**config.mk**
```make
export PLATFORM = sky130hd
export DESIGN_NAME = mc_control_fsm
export DESIGN_NICKNAME = d
export VERILOG_FILES = /design/src/rtl/mc_control_fsm.sv
export SDC_FILE = /design/constraint.sdc
export NUM_CORES = 1
export LEC_CHECK = 0
export BUFFER_PORTS_ARGS = -buffer_cell sky130_fd_sc_hd__clkbuf_2
export CORE_UTILIZATION = 54
export DETAILED_ROUTE_END_ITERATION = 10
export PLACE_DENSITY = 0.83
export SLEW_MARGIN = 20
export SYNTH_ARGS = -nofsm -noshare
export SYNTH_HDL_FRONTEND = slang
export SYNTH_SLANG_ARGS = --single-unit
```
**constraint.sdc**
```tcl
create_clock -name CLK -period 3.22 [get_ports CLK]
set_clock_uncertainty 0.05 [all_clocks]
set_input_delay 0.161 -clock CLK [delete_from_list [all_inputs] [get_ports CLK]]
set_output_delay 0.161 -clock CLK [all_outputs]
set_load 0.01 [all_outputs]
```
**src/rtl/mc_control_fsm.sv**
```systemverilog
// Multi-cycle CPU control unit: sequences IF/ID/EXE/MEM/WB with a bounded data-memory wait.
// Define ILLEGAL_TRAP_EN to send undefined opcodes to TRAP instead of executing them as NOPs.
module mc_control_fsm #(
  parameter int ALUOP_W     = 3,
  parameter int MEM_TIMEOUT = 15,
  parameter int TO_W        = 4
) (
  input  logic               CLK,
  input  logic               Reset,
  input  logic [5:0]         Opcode,
  input  logic               zero,
  input  logic               sign,
  input  logic               mem_ready,
  output logic [3:0]         State,
  output logic               PCWre,
  output logic               IRWre,
  output logic               RegWre,
  output logic               ALUSrcA,
  output logic               ALUSrcB,
  output logic               DBDataSrc,
  output logic               nRD,
  output logic               nWR,
  output logic [1:0]         RegDst,
  output logic               ExtSel,
  output logic [1:0]         PCSrc,
  output logic [ALUOP_W-1:0] ALUOp,
  output logic               halted,
  output logic               trap,
  output logic               mem_err
);

  localparam logic [5:0] OP_ADD  = 6'b000000, OP_SUB  = 6'b000001, OP_ADDI = 6'b000010;
  localparam logic [5:0] OP_OR   = 6'b010000, OP_AND  = 6'b010001, OP_ORI  = 6'b010010;
  localparam logic [5:0] OP_SLL  = 6'b011000, OP_SLT  = 6'b100110, OP_SLTI = 6'b100111;
  localparam logic [5:0] OP_SW   = 6'b110000, OP_LW   = 6'b110001;
  localparam logic [5:0] OP_BEQ  = 6'b110100, OP_BNE  = 6'b110101, OP_BLTZ = 6'b110110;
  localparam logic [5:0] OP_J    = 6'b111000, OP_JR   = 6'b111001, OP_JAL  = 6'b111010;
  localparam logic [5:0] OP_HALT = 6'b111111;

  localparam logic [TO_W-1:0] CNT_ONE = TO_W'(1);
  localparam logic [TO_W-1:0] CNT_MAX = TO_W'(MEM_TIMEOUT);

`ifdef ILLEGAL_TRAP_EN
  localparam bit ILL_TRAP_C = 1'b1;
`else
  localparam bit ILL_TRAP_C = 1'b0;
`endif

  typedef enum logic [3:0] {
    S_IF     = 4'd0, S_ID  = 4'd1, S_EXE_AL = 4'd2, S_WB_AL = 4'd3, S_EXE_BR = 4'd4,
    S_EXE_LS = 4'd5, S_MEM = 4'd6, S_WB_LD  = 4'd7, S_HALT  = 4'd8, S_TRAP   = 4'd9
  } state_t;

  state_t          state_r, next_s;
  logic [TO_W-1:0] wait_cnt_r;
  logic            mem_err_r;
  logic            timeout_s;
  logic [2:0]      alu3_s;

  function automatic logic is_rtype(input logic [5:0] op);
    case (op)
      OP_ADD, OP_SUB, OP_OR, OP_AND, OP_SLL, OP_SLT: return 1'b1;
      default:                                        return 1'b0;
    endcase
  endfunction

  function automatic logic is_al(input logic [5:0] op);
    case (op)
      OP_ADDI, OP_ORI, OP_SLTI: return 1'b1;
      default:                  return is_rtype(op);
    endcase
  endfunction

  function automatic logic is_br(input logic [5:0] op);
    case (op)
      OP_BEQ, OP_BNE, OP_BLTZ: return 1'b1;
      default:                 return 1'b0;
    endcase
  endfunction

  function automatic logic is_ls(input logic [5:0] op);
    return (op == OP_SW) || (op == OP_LW);
  endfunction

  function automatic logic is_legal(input logic [5:0] op);
    case (op)
      OP_J, OP_JR, OP_JAL, OP_HALT: return 1'b1;
      default:                      return is_al(op) || is_br(op) || is_ls(op);
    endcase
  endfunction

  function automatic logic uses_imm(input logic [5:0] op);
    case (op)
      OP_ADDI, OP_ORI, OP_SLTI, OP_LW, OP_SW: return 1'b1;
      default:                                return 1'b0;
    endcase
  endfunction

  function automatic logic [2:0] alu_op(input logic [5:0] op);
    case (op)
      OP_SUB, OP_BEQ, OP_BNE, OP_BLTZ: return 3'b001;
      OP_SLL:                          return 3'b100;
      OP_OR, OP_ORI:                   return 3'b101;
      OP_AND:                          return 3'b110;
      OP_SLT, OP_SLTI:                 return 3'b111;
      default:                         return 3'b000;
    endcase
  endfunction

  function automatic logic br_taken(input logic [5:0] op, input logic z, input logic s);
    case (op)
      OP_BEQ:  return z;
      OP_BNE:  return !z;
      OP_BLTZ: return s;
      default: return 1'b0;
    endcase
  endfunction

  // mem_ready arriving on the last allowed cycle still wins over the timeout
  assign timeout_s = (state_r == S_MEM) && !mem_ready && (wait_cnt_r == CNT_MAX);
  assign State     = state_r;
  assign mem_err   = mem_err_r;

  // State register
  always_ff @(posedge CLK or posedge Reset) begin
    if (Reset) state_r <= S_IF;
    else       state_r <= next_s;
  end

  // MEM wait counter and sticky timeout flag
  always_ff @(posedge CLK or posedge Reset) begin
    if (Reset) begin
      wait_cnt_r <= {TO_W{1'b0}};
      mem_err_r  <= 1'b0;
    end else begin
      if (state_r == S_EXE_LS)
        wait_cnt_r <= {TO_W{1'b0}};
      else if ((state_r == S_MEM) && !mem_ready && (wait_cnt_r != CNT_MAX))
        wait_cnt_r <= wait_cnt_r + CNT_ONE;
      else
        wait_cnt_r <= wait_cnt_r;
      mem_err_r <= mem_err_r | timeout_s;
    end
  end

  // Next-state decode
  always_comb begin
    next_s = S_IF;
    case (state_r)
      S_IF: next_s = S_ID;
      S_ID: begin
        if (is_al(Opcode))              next_s = S_EXE_AL;
        else if (is_br(Opcode))         next_s = S_EXE_BR;
        else if (is_ls(Opcode))         next_s = S_EXE_LS;
        else if (Opcode == OP_HALT)     next_s = S_HALT;
        else if (is_legal(Opcode))      next_s = S_IF;
        else                            next_s = ILL_TRAP_C ? S_TRAP : S_IF;
      end
      S_EXE_AL: next_s = S_WB_AL;
      S_WB_AL:  next_s = S_IF;
      S_EXE_BR: next_s = S_IF;
      S_EXE_LS: next_s = S_MEM;
      S_MEM: begin
        if (mem_ready)      next_s = (Opcode == OP_LW) ? S_WB_LD : S_IF;
        else if (timeout_s) next_s = S_TRAP;
        else                next_s = S_MEM;
      end
      S_WB_LD: next_s = S_IF;
      S_HALT:  next_s = S_HALT;
      S_TRAP:  next_s = S_TRAP;
      default: next_s = S_IF;
    endcase
  end

  // Datapath control decode; everything held inactive while Reset is high
  always_comb begin
    PCWre = 1'b0; IRWre = 1'b0; RegWre = 1'b0; ALUSrcA = 1'b0; ALUSrcB = 1'b0;
    DBDataSrc = 1'b0; nRD = 1'b1; nWR = 1'b1; RegDst = 2'b00; ExtSel = 1'b0;
    PCSrc = 2'b00; alu3_s = 3'b000; halted = 1'b0; trap = 1'b0;
    if (Reset) begin
      IRWre = 1'b0;
    end else begin
      if ((state_r == S_EXE_AL) || (state_r == S_EXE_BR) || (state_r == S_EXE_LS)) begin
        ALUSrcA = (Opcode == OP_SLL);
        ALUSrcB = uses_imm(Opcode);
        ExtSel  = (Opcode != OP_ORI);
        alu3_s  = alu_op(Opcode);
      end else begin
        alu3_s  = 3'b000;
      end
      case (state_r)
        S_IF: IRWre = 1'b1;
        S_ID: begin
          case (Opcode)
            OP_J:    begin PCWre = 1'b1; PCSrc = 2'b11; end
            OP_JR:   begin PCWre = 1'b1; PCSrc = 2'b10; end
            OP_JAL:  begin PCWre = 1'b1; PCSrc = 2'b11; RegWre = 1'b1; RegDst = 2'b00; end
            default: PCWre = !is_legal(Opcode) && !ILL_TRAP_C;
          endcase
        end
        S_EXE_BR: begin
          PCWre = 1'b1;
          PCSrc = br_taken(Opcode, zero, sign) ? 2'b01 : 2'b00;
        end
        S_WB_AL: begin
          RegWre = 1'b1;
          PCWre  = 1'b1;
          RegDst = is_rtype(Opcode) ? 2'b10 : 2'b01;
        end
        S_MEM: begin
          nRD   = (Opcode != OP_LW);
          nWR   = (Opcode != OP_SW);
          PCWre = (Opcode == OP_SW) && mem_ready;
        end
        S_WB_LD: begin
          RegWre    = 1'b1;
          DBDataSrc = 1'b1;
          RegDst    = 2'b01;
          PCWre     = 1'b1;
        end
        S_HALT:  halted = 1'b1;
        S_TRAP:  trap   = 1'b1;
        default: IRWre  = 1'b0;
      endcase
    end
    ALUOp      = {ALUOP_W{1'b0}};
    ALUOp[2:0] = alu3_s;
  end

endmodule

```
==> metrics.txt, run 1 <==
FP Rows=15; Fin. Hold Viols=0; Vias/cell=6.08; hpwl dp=1920 microns; Slew @ Worst Pin=0.506 ns; Clock Latency Late Sink=0.27 ns; Synth top area share=21.4%; CTS tree=built; antenna viol nets, final=0; mux contribution to synthesized area=2.85%; Reg-to-Reg End=wait_cnt_r[1]; cell count after synthesis=142; largest net degree at the start of global routing=20; 1st-iter DRT viols=36; Lkg Pwr=0.000563 uW; Required @ worst endpoint=3.01 ns; initial antenna violation count=0; # diodes=0; Die Wd=46.1 microns; GR Overflow Total=0; CP endpoint kind=output pin; Post-CTS Setup Inserts=0; fin crit share=68.0%; Compound-Gate Fraction of Synth Area=22.4%; critical path startpoint category=register; CP bufs+invs=1; PwrDens=472 mW/mm^2; simple-gate share of the synthesized area=40.3%; CTS buffer count=3; Net Count, Synth=154; Area Overhead vs Synth=14.7%; Post-Synth XOR/XNOR Area=1.66%; cell taking the most area after synthesis=dfrtp_1; die height=46.1 microns; cell chain of the critical path=nand4bb_1 > nor4b_2 > a211oi_2 > o31ai_1 > clkbuf_2; Sink Count=9; worst setup path end=PCWre; Initial Util=59.0%; largest family of logic cells by synthesized area=simple AND/OR/NAND/NOR gates; die area=0.00213 sq mm; Port Buffers=33; CTS max path bufs=2; DR DRC count=0; Critical R2R Launch=State[0]; number of distinct library cells after synthesis=52; Slew HR=65.8%; CTS root buf=clkbuf_4; largest stage delay on the critical path=0.46 ns; Max VDD drop=0.337 mV; CP delay by family, top=simple AND/OR/NAND/NOR gates; IO Count=34; fmax=457 MHz; 1st-pass router iterations=4; max-slew violations=0; Critical Path Stages=5; ys flop type=dfrtp_1; final WL=2590 microns; Power Total=570 uW; R2R depth=4; layout cells sized above 1=26.5%; Final min period=2.19 ns; Nets=179; Max FO, Critical Path=10; RSZ-0062 raised after global routing=false; Synth area leaders=dfrtp_1, a21oi_1, nor2_1; Synth async-reset ratio=100%; wire per inst=13.5 microns; final setup vio count=0; core footprint=0.00178 sq mm; GPL Wtd Cong=0.891; first-pass GRT wire length=4050 microns; Worst EP arrival=1.98 ns; Crit Path Category=reg2out; Reg clk slew, reported paths=0.07 ns; reg2reg setup slack=1.42 ns; Total GRT Usage=26.6%; Yosys reg bits=9; Worst Setup SP=State[0]; adder-cell share of the synthesized area=1.19%; crit path max-delay cell type=dfrtp_1; post-layout util=67.7%; final setup TNS=0 ns; max_cap viols=0; register area share after synthesis=21.4%; vias in the first global route=954; htree depth=1; Tightest Hold Check Type=in2reg; total number of vias=1161; Post-Synthesis Cell Area=0.00105 sq mm; Post-Syn Area per Cell=7.41 sq um; number of flops mapped to enable cells by yosys=0; Synth Warn #=0; status=finished, final reports clean
-- synth_stat cells, types with 3 or more instances --
library cell / number
a21oi_1: 12
buf_2: 6
dfrtp_1: 9
inv_1: 8
mux2i_1: 3
nand2_1: 10
nand2b_1: 5
nand3_1: 4
nor2_1: 15
nor3_1: 10
nor3b_1: 3
o21ai_0: 3
o31ai_1: 3
-- layout make-up --
class	count	area (sq um)
Sequential cell	9	225
Tap cell	25	31.3
Fill cell	157	576
Inverter	8	30.0
Multi-Input combinational cell	111	719
Clock buffer	4	26.3
Timing Repair Buffer	34	175
-- per-stage QoR --
step | hold slack [ns] | std cells | area [sq um] | worst slack [ns]
after floorplan | 0.146 | 142 | 1050 | 1.34
after global placement | 0.215 | 186 | 1170 | 1.39
after detailed placement | 0.220 | 186 | 1170 | 1.35
after CTS | 0.222 | 191 | 1210 | 1.05
after global routing | 0.255 | 191 | 1210 | 0.910
final | 0.230 | 191 | 1210 | 1.03
-- per-layer routing --
| metal | track usage (%) | up-vias | part of all wire, % |
|---|---|---|---|
| met3 | 7.06 | 4 | 5.7 |
| met2 | 42.5 | 47 | 49 |
| met4 | 7.65 | 0 | 0.70 |
| met1 | 34.9 | 537 | 45 |
| met5 | 0 | - | 0 |
| li1 | - | 573 | - |
-- how the worst min path moves through the flow --
stage | from | end | slack (ns) | cells after the start
2_1_floorplan | Reset | State[0] | 0.15 | 2
3_5_place_dp | Reset | wait_cnt_r[0] | 0.22 | 2
3_3_place_gp | Reset | wait_cnt_r[0] | 0.21 | 2
5_1_grt | mem_ready | State[0] | 0.25 | 3
6_report | mem_ready | State[0] | 0.23 | 3
4_1_cts | mem_ready | State[0] | 0.22 | 3
-- report_power, final --
part	internal [uW]	leakage [uW]	switching [uW]
Sequential	144	0.000118	52.1
Clock	47.8	0.0000150	41.5
Combinational	123	0.000430	161
Total	315	0.000563	255
-- sequential cells by signal, summed over array words and instances, names as in the netlist --
register	count
wait_cnt_r	4
mem_err	1
State	4
-- kinds of logic (layout without fill, tap and decap cells) --
kind of cell	after synthesis	in the layout
adder cells (fa/ha/maj)	1	1
XOR/XNOR	2	2
buffers and inverters	22	46
flip-flops	9	9
AO/OA/AOI/OAI	35	35
AND/OR/NAND/NOR	70	70
multiplexers	3	3
-- placed cells by master, fill, tap and decap left out, types with 2 or more instances in the layout --
master	netlist	layout
nor2_1	15	15
and3_1	2	2
nor3_1	10	10
nor4b_1	2	2
mux2i_1	3	3
o21ai_0	3	3
clkbuf_4	0	3
clkbuf_2	2	33
a21oi_1	12	12
o22ai_1	2	2
nand4_1	2	2
xnor2_1	2	2
nor3b_1	3	3
nand2_1	10	10
o31ai_1	3	3
or3_1	2	2
nand3_1	4	4
inv_1	8	8
dfrtp_1	9	9
nand2b_1	5	5
a311oi_1	2	2
a211o_1	2	2
-- worst min-delay path, cell delays in order --
cell	delay [ns]
clkbuf_2	0.16
a311oi_1	0.11
o31ai_1	0.08
-- timing repair --
| item | in CTS | in global routing |
|---|---|---|
| endpoints found under the hold margin | 9 | 0 |
| resized for setup | 0 | 0 |
| hold buffers | 1 | 0 |
No activity file was read; power rests on OpenSTA's default activity.
==> inputs of run 2 (changes only) <==
Settings changed: ABC_AREA set to 1, CORE_UTILIZATION 54 to 44, PLACE_DENSITY 0.83 to 0.74.
Clock period 3.22 ns to 1.8 ns, I/O delays scaled along.
==> run 2 against run 1 <==
Compared with the run above:
- worst hold slack got worse by 0.11 ns
- register-to-register slack got worse by 1.0 ns
- clock-buffer cell count unchanged
- power up 80%
- non-clock buffer count is 3 higher
- via count grew 0.78%
- die area is 9.0% higher
- synthesized cell count up 15%
- utilization shrank 6.2 points
- area after synthesis decreased by 11%
- largest cell class unchanged
- highest routed layer unchanged
==> metrics.txt, run 2 <==
Vias/cell=5.06; commonest cells after routing, fill and taps aside=nand2_1, clkbuf_2, inv_1; Synth top area share=24.0%; crit path max-delay cell type=dfrtp_2; commonest non-fill, non-tap cell in the layout=nand2_1; number of flops mapped to enable cells by yosys=0; IO Count=34; Layout fillers=206; die height=48.2 microns; total area of sequential cells=228 sq um; max_cap viols=0; layout cells sized above 1=26.5%; largest net degree at the start of global routing=11; initial antenna violation count=0; R2R depth=7; RSZ-0062 raised after global routing=true; first-pass GRT wire length=3810 microns; 1st-pass router iterations=4; register area share after synthesis=24.0%; fin crit share=97.1%; Critical R2R Launch=State[3]; Reg clk slew, reported paths=0.06 ns; worst hold slack=0.124 ns; status=finished, final reports clean; GR Overflow Total=0; DR DRC count=0; CTS tree=built; GPL Wtd Cong=0.947; Sink Count=9; PwrDens=842 mW/mm^2; die area=0.00232 sq mm; critical path startpoint category=register; max-slew violations=0; worst setup path end=ExtSel; Reg-to-Reg End=wait_cnt_r[0]; Clock Latency Late Sink=0.26 ns; Slew HR=76.4%; Worst EP arrival=1.61 ns; Synth Warn #=0; Die Wd=48.2 microns; number of distinct library cells after synthesis=21; most frequent cell after synthesis=nand2_1; Lkg Pwr=0.000698 uW; antenna viol nets, final=0; largest stage delay on the critical path=0.44 ns; Net Count, Synth=175; Required @ worst endpoint=1.66 ns; cell taking the most area after synthesis=dfrtp_1; 1st-iter DRT viols=27; Max VDD drop=0.592 mV; final WL=2570 microns; wire per inst=11.1 microns; Total GRT Usage=23.7%; Post-Synthesis Cell Area=938 sq um; CTS root buf=clkbuf_4; cell count after synthesis=163; vias in the first global route=870; FP Rows=16; htree depth=1; fmax=572 MHz; Area Overhead vs Synth=30.0%; cell chain of the critical path=nor2_2 > inv_1 > nor2_2 > inv_1 > nand2_1 > nand2_2 > a31oi_1 > clkbuf_2; Worst Setup SP=State[2]; Synth area leaders=dfrtp_1, nand2_1, nand3_1; # diodes=0; Tightest Hold Check Type=in2reg; Initial Util=47.3%; Fin. Hold Viols=0; post-layout util=61.6%; Yosys reg bits=9; Port Buffers=33; ys flop type=dfrtp_1; CTS max path bufs=2; total number of vias=1170; Slew @ Worst Pin=0.352 ns; Max FO, Critical Path=6; CTS buffer count=3; reg2reg setup slack=0.42 ns; Synth async-reset ratio=100%; final setup vio count=0; Final min period=1.75 ns; Nets=217; area of the multi-input gates=619 sq um; core footprint=0.00198 sq mm; hpwl dp=2100 microns; top cells by count, synth=nand2_1, inv_1, nor2_1, nand3_1, dfrtp_1; CP endpoint kind=output pin; Post-Syn Area per Cell=5.76 sq um; Crit Path Category=reg2out
[run 2: cell families after synthesis]
family	share of synthesized area [%]
fa+ha+maj	1.33
buf+inv	11.6
flops	24.0
compound gates	8.13
simple gates	53.1
xor+xnor	1.87
[run 2: metrics by stage]
stage / area [sq um] / worst slack [ns] / setup TNS [ns] / instances / total power [uW]
4_1_cts: 1190 / 0.0196 / 0 / 230 / 970
6_report: 1220 / 0.0515 / 0 / 231 / 1030
3_5_place_dp: 1140 / 0.304 / 0 / 224 / 804
2_1_floorplan: 938 / 0.444 / 0 / 163 / 642
5_1_grt: 1220 / -0.0216 / -0.0263 / 231 / 1120
3_3_place_gp: 1140 / 0.329 / 0 / 224 / 791
[run 2: metal layers]
| layer | GRT usage (%) | routed length (microns) |
|---|---|---|
| met5 | 0 | 0 |
| met4 | 7.22 | 34 |
| met3 | 5.93 | 149 |
| met2 | 33.9 | 1170 |
| met1 | 34.7 | 1210 |
[run 2: report_power, final]
group          switching (uW)  internal, uW
combinational             359           197
sequential               61.6           249
clock                    74.3          85.7
total                     495           532
[run 2: worst max-delay path, delay by kind of cell, from the launching register on]
family / cells / cell delay, ns
AND/OR/NAND/NOR: 4 / 0.45
AO/OA/AOI/OAI: 1 / 0.15
flip-flops: 1 / 0.44
buffers and inverters: 3 / 0.30
[run 2: cell type report]
class	count	share of cell area, %
multi-input cells	125	50.8
well taps	27	2.77
flip-flops and latches	9	18.7
inverters	29	9.23
repair buffers	37	16.4
clock buffers	4	2.15
[run 2: worst min-delay path by stage]
stage	to	cells past startpoint	from	slack, ns
2_1_floorplan	State[0]	1	Reset	-0.08
3_3_place_gp	wait_cnt_r[0]	2	Reset	0.06
3_5_place_dp	wait_cnt_r[0]	2	Reset	0.05
4_1_cts	State[0]	4	mem_ready	0.11
5_1_grt	State[0]	4	mem_ready	0.11
6_report	State[0]	4	mem_ready	0.12
[run 2: repair_timing]
item,CTS,global route
gates resized for setup,0,9
hold endpoints to repair,3,0
setup buffers,0,1
hold buffers,2,0
endpoints found under the setup margin,0,7
